`src/rtl/draw_arb_pkg.sv`:
```
// draw_arb_pkg: shared state type, VGA bus widths and round-robin winner function for draw_arbiter.
package draw_arb_pkg;
    typedef enum logic [1:0] {IDLE, RUN, REL} arb_state_t;
    localparam int VGA_X_W  = 8;
    localparam int VGA_Y_W  = 7;
    localparam int COLOUR_W = 3;
    // First set bit of req at or above ptr, wrapping modulo n; supports up to 8 requesters.
    function automatic logic [2:0] rr_winner(input logic [7:0] req, input logic [2:0] ptr, input int n);
        logic [2:0] w;
        logic found;
        int idx;
        w = 3'd0;
        found = 1'b0;
        for (int i = 0; i < 8; i++) begin
            idx = (int'(ptr) + i) % n;
            if (!found && i < n && req[idx[2:0]]) begin
                w = idx[2:0];
                found = 1'b1;
            end
        end
        return w;
    endfunction
endpackage

```
`src/rtl/draw_arbiter_if.sv`:
```
// draw_arbiter_if: client request/ack, engine start/done/plot buses and VGA port of draw_arbiter.
interface draw_arbiter_if import draw_arb_pkg::*; #(parameter int N_REQ = 3);
    localparam int IW = $clog2(N_REQ);
    logic [N_REQ-1:0]          req;
    logic [N_REQ-1:0]          ack;
    logic [N_REQ-1:0]          abort;
    logic [N_REQ-1:0]          eng_start;
    logic [N_REQ-1:0]          eng_done;
    logic [N_REQ*VGA_X_W-1:0]  eng_x;
    logic [N_REQ*VGA_Y_W-1:0]  eng_y;
    logic [N_REQ*COLOUR_W-1:0] eng_colour;
    logic [N_REQ-1:0]          eng_plot;
    logic [VGA_X_W-1:0]        vga_x;
    logic [VGA_Y_W-1:0]        vga_y;
    logic [COLOUR_W-1:0]       vga_colour;
    logic                      vga_plot;
    logic                      busy;
    logic [IW-1:0]             grant_id;
    logic                      timeout;
    modport master (
        output req, eng_done, eng_x, eng_y, eng_colour, eng_plot,
        input  ack, abort, eng_start, vga_x, vga_y, vga_colour, vga_plot, busy, grant_id, timeout
    );
    modport slave (
        input  req, eng_done, eng_x, eng_y, eng_colour, eng_plot,
        output ack, abort, eng_start, vga_x, vga_y, vga_colour, vga_plot, busy, grant_id, timeout
    );
endinterface

```
`src/rtl/draw_arbiter_rr_pick.sv`:
```
// rr_pick: combinational round-robin picker; first set req bit searching upward from ptr with wrap.
module rr_pick import draw_arb_pkg::*; #(
    parameter int N_REQ = 3,
    localparam int IW = $clog2(N_REQ)
) (
    input  logic [N_REQ-1:0] req,
    input  logic [IW-1:0]    ptr,
    output logic [IW-1:0]    winner,
    output logic             any_req
);
    assign winner  = IW'(rr_winner(8'(req), 3'(ptr), N_REQ));
    assign any_req = |req;
endmodule

```
`src/rtl/draw_arbiter.sv`:
```
// draw_arbiter: round-robin sharing of the VGA plot port among N drawing engines.
// Optional watchdog on RUN/REL enabled by defining DRAW_ARB_TIMEOUT_EN.
module draw_arbiter import draw_arb_pkg::*; #(
    parameter int N_REQ          = 3,
    parameter int TIMEOUT_CYCLES = 100000
) (
    input  logic           clk,
    input  logic           rst,
    draw_arbiter_if.slave  bus
);
    localparam int IW = $clog2(N_REQ);
    arb_state_t       state;
    logic [IW-1:0]    ptr, gnt, win;
    logic [N_REQ-1:0] start, ack, abort;
    logic             any_req, done_g, req_g, run, tmo, expired;
    rr_pick #(.N_REQ(N_REQ)) u_pick (.req(bus.req), .ptr(ptr), .winner(win), .any_req(any_req));
    assign done_g = bus.eng_done[gnt];
    assign req_g  = bus.req[gnt];
    assign run    = state == RUN;
`ifdef DRAW_ARB_TIMEOUT_EN
    localparam int CW = $clog2(TIMEOUT_CYCLES + 1);
    logic [CW-1:0] cnt;
    assign expired = cnt == CW'(TIMEOUT_CYCLES - 1);
    // Cleared in IDLE and on leaving RUN, so it times RUN and REL separately.
    always_ff @(posedge clk or posedge rst)
        if (rst) cnt <= '0;
        else cnt <= (state == IDLE || (run && (done_g || !req_g || expired))) ? '0 : cnt + 1'b1;
`else
    assign expired = 1'b0;
`endif
    always_ff @(posedge clk or posedge rst) begin
        if (rst) begin
            state <= IDLE;
            ptr   <= '0;
            gnt   <= '0;
            start <= '0;
            ack   <= '0;
            abort <= '0;
            tmo   <= 1'b0;
        end else begin
            ack   <= '0;
            abort <= '0;
            tmo   <= 1'b0;
            case (state)
                IDLE: if (any_req) begin
                    gnt   <= win;
                    start <= N_REQ'(1) << win;
                    state <= RUN;
                end
                RUN: if (done_g) begin
                    ack   <= N_REQ'(1) << gnt;
                    start <= '0;
                    state <= REL;
                end else if (!req_g || expired) begin
                    abort <= N_REQ'(1) << gnt;
                    tmo   <= req_g;
                    start <= '0;
                    state <= REL;
                end
                REL: if (!done_g || expired) begin
                    ptr   <= (gnt == IW'(N_REQ - 1)) ? '0 : gnt + 1'b1;
                    state <= IDLE;
                end
                default: state <= IDLE;
            endcase
        end
    end
    assign bus.eng_start  = start;
    assign bus.ack        = ack;
    assign bus.abort      = abort;
    assign bus.timeout    = tmo;
    assign bus.busy       = state != IDLE;
    assign bus.grant_id   = gnt;
    assign bus.vga_x      = run ? bus.eng_x[gnt*VGA_X_W +: VGA_X_W] : '0;
    assign bus.vga_y      = run ? bus.eng_y[gnt*VGA_Y_W +: VGA_Y_W] : '0;
    assign bus.vga_colour = run ? bus.eng_colour[gnt*COLOUR_W +: COLOUR_W] : '0;
    assign bus.vga_plot   = run & bus.eng_plot[gnt];
endmodule

```
`src/flat_wrapper.sv`:
```
// flat-port wrapper written by rule: the top's interface ports become plain ports
module draw_arbiter_flat import draw_arb_pkg::*;
#(
    parameter int N_REQ          = 3,
    parameter int TIMEOUT_CYCLES = 100000
)
  (clk, rst, bus_req, bus_eng_done, bus_eng_x, bus_eng_y, bus_eng_colour, bus_eng_plot, bus_ack, bus_abort, bus_eng_start, bus_vga_x, bus_vga_y, bus_vga_colour, bus_vga_plot, bus_busy, bus_grant_id, bus_timeout);
  draw_arbiter_if #(.N_REQ(N_REQ)) bus_i ();
  input  logic clk;
  input  logic rst;
  input wire logic [$bits(bus_i.req)-1:0] bus_req;
  input wire logic [$bits(bus_i.eng_done)-1:0] bus_eng_done;
  input wire logic [$bits(bus_i.eng_x)-1:0] bus_eng_x;
  input wire logic [$bits(bus_i.eng_y)-1:0] bus_eng_y;
  input wire logic [$bits(bus_i.eng_colour)-1:0] bus_eng_colour;
  input wire logic [$bits(bus_i.eng_plot)-1:0] bus_eng_plot;
  output wire logic [$bits(bus_i.ack)-1:0] bus_ack;
  output wire logic [$bits(bus_i.abort)-1:0] bus_abort;
  output wire logic [$bits(bus_i.eng_start)-1:0] bus_eng_start;
  output wire logic [$bits(bus_i.vga_x)-1:0] bus_vga_x;
  output wire logic [$bits(bus_i.vga_y)-1:0] bus_vga_y;
  output wire logic [$bits(bus_i.vga_colour)-1:0] bus_vga_colour;
  output wire logic [$bits(bus_i.vga_plot)-1:0] bus_vga_plot;
  output wire logic [$bits(bus_i.busy)-1:0] bus_busy;
  output wire logic [$bits(bus_i.grant_id)-1:0] bus_grant_id;
  output wire logic [$bits(bus_i.timeout)-1:0] bus_timeout;
  assign bus_i.req = bus_req;
  assign bus_i.eng_done = bus_eng_done;
  assign bus_i.eng_x = bus_eng_x;
  assign bus_i.eng_y = bus_eng_y;
  assign bus_i.eng_colour = bus_eng_colour;
  assign bus_i.eng_plot = bus_eng_plot;
  assign bus_ack = bus_i.ack;
  assign bus_abort = bus_i.abort;
  assign bus_eng_start = bus_i.eng_start;
  assign bus_vga_x = bus_i.vga_x;
  assign bus_vga_y = bus_i.vga_y;
  assign bus_vga_colour = bus_i.vga_colour;
  assign bus_vga_plot = bus_i.vga_plot;
  assign bus_busy = bus_i.busy;
  assign bus_grant_id = bus_i.grant_id;
  assign bus_timeout = bus_i.timeout;
  draw_arbiter #(.N_REQ(N_REQ), .TIMEOUT_CYCLES(TIMEOUT_CYCLES)) u_core (.clk(clk), .rst(rst), .bus(bus_i));
endmodule
```
`config.mk`:
```
export PLATFORM = sky130hd
export DESIGN_NAME = draw_arbiter_flat
export DESIGN_NICKNAME = d
export VERILOG_FILES = /design/src/rtl/draw_arb_pkg.sv /design/src/rtl/draw_arbiter_if.sv /design/src/rtl/draw_arbiter_rr_pick.sv /design/src/rtl/draw_arbiter.sv /design/src/flat_wrapper.sv
export SDC_FILE = /design/constraint.sdc
export NUM_CORES = 1
export LEC_CHECK = 0
export ABC_AREA = 1
export BUFFER_PORTS_ARGS = -buffer_cell sky130_fd_sc_hd__buf_2
export CORE_MARGIN = 1
export CORE_UTILIZATION = 41
export DETAILED_ROUTE_END_ITERATION = 8
export GPL_TIMING_DRIVEN = 0
export PLACE_DENSITY = 0.88
export SETUP_SLACK_MARGIN = 0.02
export SLEW_MARGIN = 20
export SYNTH_ARGS = -nofsm -noshare
export SYNTH_HDL_FRONTEND = slang
export SYNTH_SLANG_ARGS = --single-unit
```
`constraint.sdc`:
```
create_clock -name clk -period 2.21 [get_ports clk]
set_clock_uncertainty 0.1 [all_clocks]
set_input_delay 0.221 -clock clk [delete_from_list [all_inputs] [get_ports clk]]
set_output_delay 0.221 -clock clk [all_outputs]
set_load 0.1 [all_outputs]
```
==> summary.md <==
| Metric | Value |
|---|---|
| DRC viols | `0` |
| Setup crit end kind | `output pin` |
| Post-synthesis adder-cell area fraction | `0.0723` |
| Type of the worst setup path | `flip-flop to output pin` |
| Overall Power | `3.82 mW` |
| CTS tree | `built` |
| DP Wirelength | `3230 µm` |
| Initial antenna violation count | `0` |
| Area leader, netlist | `dfrtp_1` |
| Area added between synthesis and finish | `59.9%` |
| DP Worst Slack | `0.116 ns` |
| Register area | `383 µm²` |
| Data required, critical path | `1.89 ns` |
| Layout cells sized above 1 | `0.426` |
| Final setup vio count | `0` |
| Mean area per synthesized cell | `6.18 µm²` |
| Die width | `60.1 µm` |
| Setup Buffers After CTS | `0` |
| DR iter-0 viols | `57` |
| Area of the multi-input gates | `922 µm²` |
| Core area | `3130 µm²` |
| Port bufs | `95` |
| Largest net degree at the start of global routing | `16` |
| Power per Cell Area | `1730 nW/µm²` |
| Hold Crit Class | `input pin to flip-flop` |
| Crit-path max FO | `10` |
| Worst-path clk slew | `0.09 ns` |
| Root buffer cell | `clkbuf_4` |
| Drt wl/cell | `11.7 µm` |
| GRT overflow | `0` |
| CP Data Arrival Time | `1.80 ns` |
| Largest family of logic cells by synthesized area | `simple AND/OR/NAND/NOR gates` |
| Synth Area in Simple Gates | `0.462` |
| Met2 Wirelength | `2320 µm` |
| GPL Wtd Cong | `0.833` |
| Most common cell after layout, fill and taps aside | `nand2_1` |
| Initial core utilization | `0.442` |
| DIE HEIGHT | `60.1 µm` |
| Largest cells by area after synthesis | `dfrtp_1 27%, nand2_1 22%, nand3_1 14%, ha_1 7.2%, inv_1 6.5%` |
| Placed cells | `363` |
| Sequential share of the synthesized area | `0.271` |
| Syn nets | `297` |
| Post-synthesis xor/xnor area fraction | `0` |
| Synth Register Bits | `15` |
| Final core occ | `0.707` |
| Number of synthesis warnings | `0` |
| Syn Std Cell Area | `1380 µm²` |
| Final worst slack | `0.0906 ns` |
| Clock tree buffer depth | `2` |
| DRT Pass-1 Iters | `4` |
| Multiplexer share of the synthesized area | `0` |
| Top Layer Used | `met4` |
| Peak VDD IR | `1.41 mV` |
| Post-DRT Antenna Nets | `0` |
| Final nets | `398` |
| Antenna cell count | `0` |
| Synth top area share | `0.271` |
| Most frequent cells in the layout | `80 x nand2_1, 77 x buf_2, 33 x nand3_1` |
| Slew @ Worst Pin | `0.544 ns` |
| # IOs | `97` |
| Final Max Slew Viols | `0` |
| Outcome | `completed` |
| Complex-gate fraction of the synthesized area | `0.0696` |
| RSZ-0062 raised after global routing | `false` |
| Vias in the first global route | `1628` |
| Synth cell types | `26` |
| Leakage | `1.29 nW` |
| Final hold vios | `0` |
| Setup crit start kind | `flip-flop` |
| Fin Setup TNS | `0 ns` |
| Vias per cell | `4.89` |
| Cell Rows | `20` |
| Metal3 WL | `209 µm` |
| Max Cap Violations | `0` |
| Min Tclk post-route | `2.12 ns` |
| Max transition margin | `0.637` |
| Clk sink count | `15` |
| Die area | `3610 µm²` |
| Post-Synthesis Cells | `224` |
| TritonCTS Buffers | `3` |
| Layout fillers | `263` |
| Met1 WL | `1740 µm` |
| Period Utilization, post-route | `0.959` |
| Fmax | `0.472 GHz` |
| All-Layer GR Usage | `0.233` |
| H-tree Lvls | `1` |
| Vias | `1799` |
| Clk_lat worst skew | `0.30 ns` |
| Drt total wl | `4300 µm` |
| Global-route wire length before repair | `6510 µm` |
| Final Non-Filler Cells | `368` |
[per-layer routing]
| layer | vias up | GRT usage |
|---|---|---|
| met5 | - | 0 |
| met4 | 0 | 0.0864 |
| li1 | 903 | - |
| met1 | 817 | 0.275 |
| met3 | 3 | 0.0173 |
| met2 | 76 | 0.433 |
[logic make-up (layout without fill, tap and decap cells)]
| kind of cell | Yosys count | count (layout) |
|---|---|---|
| and+or+nand+nor | 144 | 144 |
| buffers and inverters | 40 | 140 |
| AOI/OAI and AO/OA | 16 | 16 |
| DFF | 15 | 15 |
| adders and majority gates | 8 | 8 |
| other | 1 | 1 |
[area by class of cell]
class | instances | area share
Buffer | 8 | 0.0288
Clock buffer | 3 | 0.0102
Clock inverter | 1 | 0.00226
Inverter | 32 | 0.0583
Multi-Input combinational cell | 169 | 0.417
Sequential cell | 15 | 0.173
Tap cell | 44 | 0.0249
Timing Repair Buffer | 96 | 0.286
[synthesized netlist by cell type, drive strengths merged]
master  instances
nor3            4
inv            32
ha              8
dfrtp          15
nand4           2
clkbuf          1
nand3          39
a22oi           1
o21ai          10
a21oi           1
a31oi           4
nor2           17
buf             7
nand2          82
conb            1
[power breakdown]
part	total, mW	switching [mW]	internal [mW]	leakage (nW)
Combinational	3.21	2.40	0.813	1.08
Clock	0.167	0.0996	0.0675	0.0177
Sequential	0.441	0.0747	0.366	0.194
Total	3.82	2.58	1.25	1.29
[metrics by stage]
stage | cell area, µm² | hold WS [ns]
6_report | 2210 | 0.0629
5_1_grt | 2210 | 0.0822
4_1_cts | 2110 | 0.0658
3_5_place_dp | 2000 | 0.195
3_3_place_gp | 2000 | 0.181
2_1_floorplan | 1470 | 0.0225
[what timing repair did]
item	4_1_cts	5_1_grt
resized for setup	27	28
gates cloned	0	0
endpoints found under the hold margin	15	0
hold buffers	1	0
endpoints found under the setup margin	19	19
[worst max-delay path, cell delays in order, from the launching register on]
cell and delay, ns:
dfrtp_4 0.51, nor2_2 0.18, buf_6 0.17, buf_6 0.14
nand2_1 0.09, a31oi_4 0.21, buf_12 0.19
[worst paths after layout]
| kind | start | end | slack [ns] | cells past startpoint |
|---|---|---|---|---|
| worst max-delay path | u_core.bus.grant_id[0] | bus_vga_colour[1] | 0.09 | 6 |
| worst min-delay path | bus_eng_done[0] | u_core.bus.ack[0] | 0.06 | 3 |
| worst max register to register | u_core.ptr[0] | u_core.bus.grant_id[1] | 0.22 | 11 |
| worst min register to register | u_core.bus.eng_start[1] | u_core.bus.eng_start[1] | 0.42 | 2 |
| max in group asynchronous | rst | u_core.bus.grant_id[0] | 1.20 | 3 |
| min in group asynchronous | rst | u_core.bus.grant_id[1] | 0.40 | 3 |
[state kept, by name, indices dropped and copies added, names as in the netlist]
name and flops:
u_core.bus.eng_start 3, u_core.ptr 2, u_core.state 2, u_core.bus.abort 3, u_core.bus.ack 3, u_core.bus.grant_id 2
Power figures use the tool's default switching activity.
